**src/rtl/sr_shift_sched_pkg.sv**
```systemverilog
// Shared types for the shift-chain scheduler: transmit FSM states, frame tag, width helper.
package sr_shift_sched_pkg;

    typedef enum logic {
        TX_IDLE  = 1'b0,
        TX_SHIFT = 1'b1
    } tx_state_e;

    // Tag source field is sized for up to 256 requesters; users take the low bits.
    localparam int TAG_SRC_W = 8;

    typedef struct packed {
        logic                 start;
        logic [TAG_SRC_W-1:0] src;
    } tag_t;

    function automatic int src_w(input int n);
        return (n > 1) ? $clog2(n) : 1;
    endfunction

endpackage

```
**src/rtl/sr_tag_delay.sv**
```systemverilog
// DEPTH-stage falling-edge delay line for frame tags, cleared asynchronously.
module sr_tag_delay
    import sr_shift_sched_pkg::*;
#(
    parameter int DEPTH = 8
) (
    input  logic clk_i,
    input  logic clr_n_i,
    input  tag_t tag_i,
    output tag_t tag_o
);

    tag_t stage_q [DEPTH];

    always_ff @(negedge clk_i or negedge clr_n_i) begin
        if (!clr_n_i) begin
            for (int k = 0; k < DEPTH; k++) begin
                stage_q[k] <= '0;
            end
        end else begin
            stage_q[0] <= tag_i;
            for (int k = 1; k < DEPTH; k++) begin
                stage_q[k] <= stage_q[k-1];
            end
        end
    end

    assign tag_o = stage_q[DEPTH-1];

endmodule

```
**src/rtl/sr_shift_sched.sv**
```systemverilog
// Round-robin scheduler feeding one SISO shift chain and reassembling its output.
//   state    | meaning
//   TX_IDLE  | sd held low, waiting for any request
//   TX_SHIFT | frame bits driven on sd, MSB first; grant re-opens on the last bit
module sr_shift_sched
    import sr_shift_sched_pkg::*;
#(
    parameter int N_REQ = 4,
    parameter int W     = 8,
    parameter int DEPTH = 8
) (
    input  logic                       clk,
    input  logic                       reset_n,
    input  logic [N_REQ-1:0]           req_valid,
    input  logic [N_REQ*W-1:0]         req_data,
    output logic [N_REQ-1:0]           req_ready,
    output logic                       sd,
    output logic                       sr_reset,
    input  logic                       sr_q,
    output logic                       busy,
    output logic [$clog2(N_REQ)-1:0]   tx_src,
    output logic                       rx_valid,
    output logic [W-1:0]               rx_data,
    output logic [$clog2(N_REQ)-1:0]   rx_src
);

    localparam int SRC_W = src_w(N_REQ);
    localparam int CNT_W = src_w(W);
    localparam logic [CNT_W-1:0] LAST = CNT_W'(W - 1);

    tx_state_e        state_q, state_d;
    logic [CNT_W-1:0] cnt_q, cnt_d;
    logic [W-1:0]     tx_sh_q, tx_sh_d;
    logic             sd_q, sd_d;
    logic [SRC_W-1:0] tx_src_q, tx_src_d;
    logic [SRC_W-1:0] ptr_q, ptr_d;
    logic             load_q;

    logic             load;
    logic             win_found;
    logic [SRC_W-1:0] win_src;
    logic [SRC_W-1:0] cand;
    logic [W-1:0]     win_data;
    int               idx;

    always_comb begin
        win_found = 1'b0;
        win_src   = '0;
        cand      = '0;
        idx       = 0;
        for (int k = 0; k < N_REQ; k++) begin
            idx = int'(ptr_q) + k;
            if (idx >= N_REQ) begin
                idx = idx - N_REQ;
            end
            cand = SRC_W'(idx);
            if (!win_found && req_valid[cand]) begin
                win_found = 1'b1;
                win_src   = cand;
            end
        end
    end

    assign win_data  = req_data[win_src*W +: W];
    assign load      = win_found && ((state_q == TX_IDLE) || (cnt_q == LAST));
    assign req_ready = load ? (N_REQ'(1) << win_src) : '0;

    // tx_sh_q holds the bits still to be sent, left-aligned; sd_q is the bit on the wire.
    always_comb begin
        state_d  = state_q;
        cnt_d    = cnt_q;
        tx_sh_d  = tx_sh_q;
        sd_d     = sd_q;
        tx_src_d = tx_src_q;
        ptr_d    = ptr_q;
        if (load) begin
            state_d  = TX_SHIFT;
            cnt_d    = '0;
            sd_d     = win_data[W-1];
            tx_sh_d  = win_data << 1;
            tx_src_d = win_src;
            ptr_d    = (win_src == SRC_W'(N_REQ - 1)) ? '0 : win_src + 1'b1;
        end else begin
            case (state_q)
                TX_IDLE: begin
                    sd_d = 1'b0;
                end
                TX_SHIFT: begin
                    if (cnt_q == LAST) begin
                        state_d = TX_IDLE;
                        cnt_d   = '0;
                        sd_d    = 1'b0;
                    end else begin
                        cnt_d   = cnt_q + 1'b1;
                        sd_d    = tx_sh_q[W-1];
                        tx_sh_d = tx_sh_q << 1;
                    end
                end
                default: state_d = TX_IDLE;
            endcase
        end
    end

    always_ff @(negedge clk or negedge reset_n) begin
        if (!reset_n) begin
            state_q  <= TX_IDLE;
            cnt_q    <= '0;
            tx_sh_q  <= '0;
            sd_q     <= 1'b0;
            tx_src_q <= '0;
            ptr_q    <= '0;
            load_q   <= 1'b0;
        end else begin
            state_q  <= state_d;
            cnt_q    <= cnt_d;
            tx_sh_q  <= tx_sh_d;
            sd_q     <= sd_d;
            tx_src_q <= tx_src_d;
            ptr_q    <= ptr_d;
            load_q   <= load;
        end
    end

    // Tag enters one edge after load, so it exits exactly as the MSB reaches sr_q.
    tag_t tag_in, tag_out;

    always_comb begin
        tag_in       = '0;
        tag_in.start = load_q;
        tag_in.src   = TAG_SRC_W'(tx_src_q);
    end

    sr_tag_delay #(.DEPTH(DEPTH)) u_tag_delay (
        .clk_i   (clk),
        .clr_n_i (reset_n),
        .tag_i   (tag_in),
        .tag_o   (tag_out)
    );

    generate
        if (SRC_W < TAG_SRC_W) begin : g_tag_hi
            logic unused_tag_hi;
            assign unused_tag_hi = ^tag_out.src[TAG_SRC_W-1:SRC_W];
        end
    endgenerate

    logic             rx_active_q, rx_active_d;
    logic [CNT_W-1:0] rx_cnt_q, rx_cnt_d;
    logic [W-1:0]     rx_shift_q, rx_shift_d;
    logic [SRC_W-1:0] rx_cur_src_q, rx_cur_src_d;
    logic             rx_valid_q, rx_valid_d;
    logic [W-1:0]     rx_data_q, rx_data_d;
    logic [SRC_W-1:0] rx_src_q, rx_src_d;

    always_comb begin
        rx_active_d  = rx_active_q;
        rx_cnt_d     = rx_cnt_q;
        rx_shift_d   = rx_shift_q;
        rx_cur_src_d = rx_cur_src_q;
        rx_valid_d   = 1'b0;
        rx_data_d    = rx_data_q;
        rx_src_d     = rx_src_q;
        if (rx_active_q) begin
            rx_shift_d = {rx_shift_q[W-2:0], sr_q};
            if (rx_cnt_q == LAST) begin
                rx_active_d = 1'b0;
                rx_cnt_d    = '0;
                rx_valid_d  = 1'b1;
                rx_data_d   = rx_shift_d;
                rx_src_d    = rx_cur_src_q;
            end else begin
                rx_cnt_d = rx_cnt_q + 1'b1;
            end
        end else if (tag_out.start) begin
            rx_active_d  = 1'b1;
            rx_cnt_d     = CNT_W'(1);
            rx_shift_d   = {rx_shift_q[W-2:0], sr_q};
            rx_cur_src_d = tag_out.src[SRC_W-1:0];
        end
    end

    always_ff @(negedge clk or negedge reset_n) begin
        if (!reset_n) begin
            rx_active_q  <= 1'b0;
            rx_cnt_q     <= '0;
            rx_shift_q   <= '0;
            rx_cur_src_q <= '0;
            rx_valid_q   <= 1'b0;
            rx_data_q    <= '0;
            rx_src_q     <= '0;
        end else begin
            rx_active_q  <= rx_active_d;
            rx_cnt_q     <= rx_cnt_d;
            rx_shift_q   <= rx_shift_d;
            rx_cur_src_q <= rx_cur_src_d;
            rx_valid_q   <= rx_valid_d;
            rx_data_q    <= rx_data_d;
            rx_src_q     <= rx_src_d;
        end
    end

    assign sd       = sd_q;
    assign sr_reset = ~reset_n;
    assign busy     = (state_q == TX_SHIFT);
    assign tx_src   = tx_src_q;
    assign rx_valid = rx_valid_q;
    assign rx_data  = rx_data_q;
    assign rx_src   = rx_src_q;

endmodule

```
**config.mk**
```make
export PLATFORM = sky130hd
export DESIGN_NAME = sr_shift_sched
export DESIGN_NICKNAME = d
export VERILOG_FILES = /design/src/rtl/sr_shift_sched_pkg.sv /design/src/rtl/sr_tag_delay.sv /design/src/rtl/sr_shift_sched.sv
export SDC_FILE = /design/constraint.sdc
export NUM_CORES = 1
export LEC_CHECK = 0
export CAP_MARGIN = 20
export CORE_ASPECT_RATIO = 0.75
export CORE_MARGIN = 2
export CORE_UTILIZATION = 50
export DETAILED_ROUTE_END_ITERATION = 12
export PLACE_DENSITY_LB_ADDON = 0.25
export RECOVER_POWER = 100
export SLEW_MARGIN = 20
export SYNTH_ARGS = -nofsm -noshare
export SYNTH_HDL_FRONTEND = slang
export SYNTH_SLANG_ARGS = --single-unit
```
**constraint.sdc**
```tcl
create_clock -name clk -period 3.3 [get_ports clk]
set_clock_uncertainty 0.15 [all_clocks]
set_input_delay 0.825 -clock clk [delete_from_list [all_inputs] [get_ports clk]]
set_output_delay 0.825 -clock clk [all_outputs]
set_load 0.02 [all_outputs]
```
Word level (Yosys, flattened, before mapping) --
Index checks and enable logic that the tools add are counted.
Operators by class: reductions and logical operators 13, multiplexer cells 44, $add $sub $neg 10, shift operators 2, equality and inequality tests 4, bitwise operators 3, $lt $le $gt $ge 8
Operator list (count):
- $shiftx A32 B6 Y8 | 1
- $mux W8 | 3
- $mux W1 | 18
- $mux W2 | 9
- $mux W3 | 6
- $mux W7 | 2
- $lt A2 B3 Y1 const B | 4
- $ge A3 B3 Y1 const B | 3
- $bmux W1 S2 | 4
- $sub A2 B1 Y2 const B | 4
- $add A2 B2 Y3 const B | 2
- $add A3 B1 Y3 const B | 2
- $eq A3 B3 Y1 const B | 2
- $reduce_and A2 Y1 | 3
- $logic_and A1 B1 Y1 | 4
- $mux W4 | 1
- $reduce_bool A2 Y1 | 2
- $shl A1 B2 Y4 const A | 1
- $add A2 B1 Y3 const B | 1
- $ge A2 B3 Y1 const B | 1
- $logic_not A1 Y1 | 3
- $not A1 Y1 | 3
- $add A2 B1 Y2 const B | 1
- $eq A2 B2 Y1 const B | 1
- 3 further kinds | 3
Word-level totals: output and inout port bits 20, bits of input ports 39, register bits 66, logic and storage cells 114

Longest topological paths before layout --
Gate-level depths: netlist of the first run.
word-level depth 17, depth in mapped cells 9, mapped depth without buffers 8

Cells and area by module --
A second synthesis of the first run with hierarchy kept.
Unflattened totals: cell total of the unflattened synthesis 264, area total of the unflattened synthesis 3936.3 µm²
By module, submodules not included:
- sr_shift_sched | cells an instance 183, seq. area each 1026.0 µm², times used 1, area an instance 2067.0 µm²
- sr_tag_delay | cells an instance 81, seq. area each 1801.7 µm², times used 1, area an instance 1869.3 µm²

==> qor.yml, run 1 <==
run_status:
  outcome: "complete, but fails checks"
  violations: "negative setup slack"
worst_setup_path:
  r2r-end: "tx_sh_q[6]"
  crit_slowest_cell: "dfrtn_1"
  crit_required_ns: 2.32
  cp_cell_sequence: "nor2_1 > o32a_4 > buf_12 > ha_4 > and2_4 > buf_6"
  crit_start: "ptr_q[0]"
  ff2ff_path_depth: 8
  cp-start-kind: "register"
  r2r_slack_ns: 0.95
  cp-end-kind: "output port"
  path_class: "reg -> out"
  critPathArrivalTime_ns: 3.56
  slowest_delay_ns: 0.52
  reg2reg_from: "ptr_q[0]"
  crit_end: "req_ready[2]"
  critPathMaxFanout: 5
clock_tree:
  clk_latency_ns: 0.32
  htree_levels: 3
  clk_pin_slew_ns: 0.05
  cts_buffers: 9
  cts_tree: "yes"
  cts.path.max_buffers: 2
  cts_sinks: 65
  clockRootBuffer: "clkbuf_8"
sta:
  slew_headroom: 0.4249
  setup_ws_ns: -1.235
  finalHoldViolations: 0
  setup_violations: 33
  tightest_slew_ns: 0.8626
  slew_violations: 0
  rsz0062_at_grt: "yes"
cells_and_area:
  multiInputGateArea_um2: 1147
  finalNetCount: 349
  diodes: 0
  fillers: 316
  area_delta_synth_final_pct: 52.97
  layoutNonFillerInstCount: 380
  register_area_um2: 1627
  drive_above_1_share: 0.4557
pwr:
  ir_worst_vdd_v: 0.0004009
  power_density_nw_per_um2: 840.5
  power.leakage_uw: 0.001912
placed_design:
  dp_hpwl_um: 3855
  dp_cells: 354
  place.gp.congestion: 0.7767
  pre_cts_slack_ns: -1.383
  io_buffers: 58
global_routing:
  grtUsageMet3: 0.07702
  use_met2: 0.3543
  gr-usage-all-layers: 0.2101
  grt_pass1_wl_um: 9073
  grt-ovfl-total: 0
  grt_max_degree: 67
  grt-busiest-layer: "met2"
  gr-usage-met1: 0.2579
  antenna_found_initial: 0
  grt_pass1_vias: 1870
die:
  die_w_um: 88.40
  start_util: 0.5100
  ioPinCount: 59
  rows: 23
  dieArea_um2: 5949
  die_h_um: 67.30
  coreArea_um2: 5238
detailed_routing:
  drt_pass1_iterations: 4
  wl_um: 6257
  drc: 0
  ant_nets: 0
  via_per_inst: 5.100
  drt_iter0_markers: 66
  dr_total_vias: 1938
  routedWlPerCell_um: 16.47
yosys:
  synth_simple_gate_area_frac: 0.08618
  synth-xor-area-share: 0
  synth_cell_types: 35
  synth-seq-cells: 65
  ys_seq_area_frac: 0.6089
  yosysWarnings: 0
  synth_fa_ha_area_frac: 0.03747
  syn_area_um2: 2671
  synth_compound_area_frac: 0.09602
  syn_nets: 244
  postSynthCellCount: 197
  muxShareOfSynthArea: 0.1471
  syn_avg_cell_area_um2: 13.56
  synth_top_family_by_area: "multiplexers"
flow_run:
  cap_violations: 0
min_path:
  hold_class: "reg -> reg"
## layout make-up
type	instances	share of cell area
inverter	8	0.01102
multi-input combinational	119	0.2808
tap	75	0.02296
clock inverter	2	0.009186
sequential	65	0.3980
clock buffer	12	0.04042
timing repair buffer	99	0.2376
## synth_stat cells
cell type | number | area [µm²]
a211oi_2 | 1 | 12.51
a21boi_0 | 1 | 7.510
a21o_1 | 1 | 7.510
a21oi_1 | 3 | 15.01
a21oi_2 | 2 | 17.52
a221oi_2 | 5 | 75.07
a22o_1 | 1 | 8.760
a32o_1 | 1 | 10.01
and2_1 | 4 | 25.02
and3_1 | 5 | 31.28
buf_2 | 1 | 5.000
buf_6 | 2 | 22.52
clkbuf_1 | 2 | 7.510
dfrtn_1 | 65 | 1627
ha_1 | 8 | 100.1
inv_1 | 4 | 15.01
inv_2 | 4 | 15.01
mux2_1 | 3 | 33.78
mux2_2 | 23 | 259.0
mux2i_1 | 10 | 100.1
nand2_1 | 20 | 75.07
nand2b_1 | 5 | 31.28
nand3_1 | 3 | 15.01
nor2_1 | 4 | 15.01
nor2_2 | 1 | 6.260
nor2b_1 | 2 | 12.51
nor4_2 | 1 | 12.51
o211ai_2 | 1 | 12.51
o21ai_0 | 3 | 15.01
o21ai_1 | 5 | 25.02
o221ai_2 | 1 | 15.01
o22ai_1 | 2 | 12.51
o22ai_2 | 1 | 12.51
o32a_1 | 1 | 10.01
or3_1 | 1 | 6.260
## worst min path at each step
stage | from | endpoint | slack, ns | depth (start not counted)
2_1_floorplan | u_tag_delay.stage_q[19] | u_tag_delay.stage_q[10] | 0.14 | 0
3_3_place_gp | u_tag_delay.stage_q[37] | u_tag_delay.stage_q[28] | 0.14 | 0
3_5_place_dp | u_tag_delay.stage_q[46] | u_tag_delay.stage_q[37] | 0.15 | 0
4_1_cts | u_tag_delay.stage_q[28] | u_tag_delay.stage_q[19] | 0.15 | 0
5_1_grt | u_tag_delay.stage_q[55] | u_tag_delay.stage_q[46] | 0.15 | 0
6_report | u_tag_delay.stage_q[46] | u_tag_delay.stage_q[37] | 0.15 | 0
## cells by family after synthesis
family,count (synthesis)
adder cells (fa/ha/maj),8
multiplexers,36
AO/OA/AOI/OAI,29
flip-flops,65
AND/OR/NAND/NOR,46
buffers and inverters,13
## through the flow
step	hold slack (ns)	util	power (µW)	cell area (µm²)	TNS, ns
2_1_floorplan	0.1417	-	2025	2768	-8.966
3_5_place_dp	0.1452	0.6983	2542	3657	-30.00
5_1_grt	0.1520	0.7802	3622	4086	-15.80
3_3_place_gp	0.1427	0.6983	2480	3657	-29.00
4_1_cts	0.1462	0.7597	3352	3979	-16.49
6_report	0.1453	0.7802	3435	4086	-14.32
## critical path: cells and delay by family, from the launching register on
| kind | cells | cell delay, ns |
|---|---|---|
| AO/OA/AOI/OAI | 1 | 0.44 |
| adder cells (fa/ha/maj) | 1 | 0.14 |
| buffers and inverters | 2 | 0.27 |
| flip-flops | 1 | 0.52 |
| AND/OR/NAND/NOR | 2 | 0.21 |
## per-layer routing
layer	vias up	share of wire
li1	907	-
met1	946	0.43
met2	73	0.50
met3	12	0.047
met4	0	0.021
met5	-	0
## cells in the final DEF, fill, tap and decap left out, types with 3 or more instances in the layout
cell type	instances
and3_1	5
nand2b_1	3
inv_1	3
nand2_2	3
buf_4	27
mux2i_1	8
mux2_1	3
clkdlybuf4s50_1	33
and2_4	4
nor2_1	3
dfrtn_1	65
nand2_1	16
ha_1	5
a221oi_2	4
buf_6	31
mux2_2	21
ha_4	3
clkbuf_8	12
o21ai_1	6
## power by group
group	internal [µW]	leakage (µW)	total [µW]	switching [µW]
clock network	402	0.000101	690	287
logic	772	0.000997	1380	604
registers	1170	0.000814	1370	200
## registers in the layout, summed over array words and instances, names as in the netlist
register and cells:
busy 1, cnt_q 3, load_q 1, ptr_q 2, rx_active_q 1, rx_cnt_q 3, rx_cur_src_q 2, rx_data 8
rx_shift_q 7, rx_src 2, rx_valid 1, sd 1, tx_sh_q 7, tx_src 2, u_tag_delay.stage_q 21, u_tag_delay.tag_o 3
## what timing repair did
action                                  CTS  global route
gates resized for setup                 143            30
hold buffers                              0             0
endpoints found under the hold margin     0             0
pin swaps                                 5             8
endpoints found under the setup margin   36            36
setup buffers                             5             8
Note: power is estimated with default switching activity, not from simulation.
==> run 2, diff against run 1 <==
--- a/config.mk
+++ b/config.mk
@@ -7,7 +7,6 @@
 export LEC_CHECK = 0
 export CAP_MARGIN = 20
 export CORE_ASPECT_RATIO = 0.75
-export CORE_MARGIN = 2
 export CORE_UTILIZATION = 50
 export DETAILED_ROUTE_END_ITERATION = 12
 export PLACE_DENSITY_LB_ADDON = 0.25
==> run 2 against run 1 <==
The run still ends with negative setup slack left. Clock power up 23%. Die area decreased by 5.2%. Via count grew 5.9%. Routed wire length is 8.6% higher. Largest cell class unchanged. Largest power group unchanged.
==> qor.yml, run 2 (synthesis results as in run 1) <==
die:
  rows: 22
  die_h_um: 65.30
  dieArea_um2: 5642
  coreArea_um2: 5010
  ioPinCount: 59
  die_w_um: 86.40
  start_util: 0.5332
cells_and_area:
  layout_common_cells: "dfrtn_1, buf_6, clkdlybuf4s50_1"
  regMostFlops: "u_tag_delay.stage_q"
  drive_above_1_share: 0.4842
  layoutNonFillerInstCount: 388
  fin_util: 0.8384
  finalNetCount: 358
  diodes: 0
  area_delta_synth_final_pct: 57.24
  largest_reg_flops: 21
  layout_commonest_cell: "dfrtn_1"
  fillers: 246
worst_setup_path:
  crit_end: "req_ready[2]"
  cp-end-kind: "output port"
  cp-start-kind: "register"
  reg2reg_from: "ptr_q[0]"
  cp_cell_sequence: "nor2_1 > o32a_4 > buf_12 > ha_4 > and2_4 > buf_6"
  crit_start: "ptr_q[0]"
  critPathMaxFanout: 5
  r2r_slack_ns: 0.83
  critPathArrivalTime_ns: 3.57
  crit_slowest_cell: "dfrtn_1"
  crit_required_ns: 2.32
  r2r-end: "tx_sh_q[4]"
  slowest_delay_ns: 0.52
  ff2ff_path_depth: 8
  path_class: "reg -> out"
flow_run:
  cap_violations: 0
global_routing:
  grt_max_degree: 67
  grt-ovfl-total: 0
  antenna_found_initial: 0
  grt_pass1_vias: 2154
  gr-usage-all-layers: 0.2737
  grt_pass1_wl_um: 10970
detailed_routing:
  wl_met2_um: 3396
  wl_met3_um: 426
  drt_iter0_markers: 85
  via_per_inst: 5.289
  dr_total_vias: 2052
  drc: 0
  top_layer: "met4"
  wl_met1_um: 2666
  wl_um: 6794
  ant_nets: 0
  drt_pass1_iterations: 4
  routedWlPerCell_um: 17.51
sta:
  tightest_slew_ns: 0.8757
  finalHoldViolations: 0
  setup_tns_ns: -16.37
  slew_headroom: 0.4150
  setup_violations: 32
  slew_violations: 0
  setup_ws_ns: -1.249
  rsz0062_at_grt: "yes"
pwr:
  p_seq_frac: 0.375
  p_int_uw: 2520
  p_sw_frac: 0.3113
  power_uw: 3658
  power_density_nw_per_um2: 871.0
  ir_worst_vdd_v: 0.0005604
  power.leakage_uw: 0.002005
  power.switching_uw: 1139
  power.share.clock: 0.231
  p_comb_frac: 0.394
clock_tree:
  htree_levels: 3
  cts_buffers: 9
  clockRootBuffer: "clkbuf_8"
  cts.path.max_buffers: 2
  cts_tree: "yes"
  clk_latency_ns: 0.34
  cts_sinks: 65
  clk_pin_slew_ns: 0.05
min_path:
  hold_class: "reg -> reg"
placed_design:
  io_buffers: 58
  place.gp.congestion: 0.7516
  dp_cells: 356
  dp_hpwl_um: 3540
  pre_cts_slack_ns: -1.441
run_status:
  violations: "negative setup slack"
  outcome: "complete, but fails checks"
run 2: cell count changes in the layout (fill, tap and decap cells not counted), moves of 2 or more:
cell,delta
inv_6,+3
nand2_2,-2
mux2_4,+2
bufinv_16,+2
clkbuf_8,-2
mux2i_2,-2
mux2_1,-2
buf_6,+4
buf_4,+4
run 2: what timing repair did:
action	CTS	global route
resized for setup	171	9
setup endpoints to repair	36	34
hold buffers	0	0
buffers inserted	14	5
pin swaps	7	6
run 2: critical path: cells and delay by family (launching register included):
kind | cells | cell delay (ns)
DFF | 1 | 0.52
adders and majority gates | 1 | 0.14
buffers and inverters | 2 | 0.27
and+or+nand+nor | 2 | 0.24
AOI/OAI and AO/OA | 1 | 0.42
run 2: stage by stage:
step           area, µm²  hold slack (ns)
2_1_floorplan       2768           0.1417
3_3_place_gp        3679           0.1424
3_5_place_dp        3679           0.1452
4_1_cts             4179           0.1451
5_1_grt             4200           0.1500
6_report            4200           0.1456
run 2: worst min-delay path by stage:
stage | cells past startpoint | endpoint | from
after floorplan | 0 | u_tag_delay.stage_q[10] | u_tag_delay.stage_q[19]
after global placement | 0 | u_tag_delay.stage_q[28] | u_tag_delay.stage_q[37]
after detailed placement | 0 | u_tag_delay.stage_q[28] | u_tag_delay.stage_q[37]
after CTS | 0 | u_tag_delay.stage_q[45] | u_tag_delay.stage_q[54]
after global routing | 0 | u_tag_delay.stage_q[71] | load_q
final | 0 | u_tag_delay.stage_q[37] | u_tag_delay.stage_q[46]
run 2: layout make-up:
type / instances / area, µm² / share of cell area
timing repair buffer: 108 / 1050 / 0.2499
multi-input combinational: 119 / 1141 / 0.2717
inverter: 8 / 42.54 / 0.01013
tap: 72 / 90.09 / 0.02145
clock inverter: 6 / 112.6 / 0.02681
sequential: 65 / 1627 / 0.3873
clock buffer: 10 / 137.6 / 0.03277
run 2: metal layers:
layer	GRT usage	vias up
li1	-	931
met2	0.4663	83
met4	0.1146	0
met1	0.3082	1007
met5	0	-
met3	0.1080	31
run 2: power by group through the flow:
stage	clock network, µW	registers (µW)	logic, µW
4_1_cts	854	1360	1380
3_3_place_gp	0	1340	1140
5_1_grt	902	1410	1540
3_5_place_dp	0	1360	1170
6_report	846	1370	1440
2_1_floorplan	0	1410	613
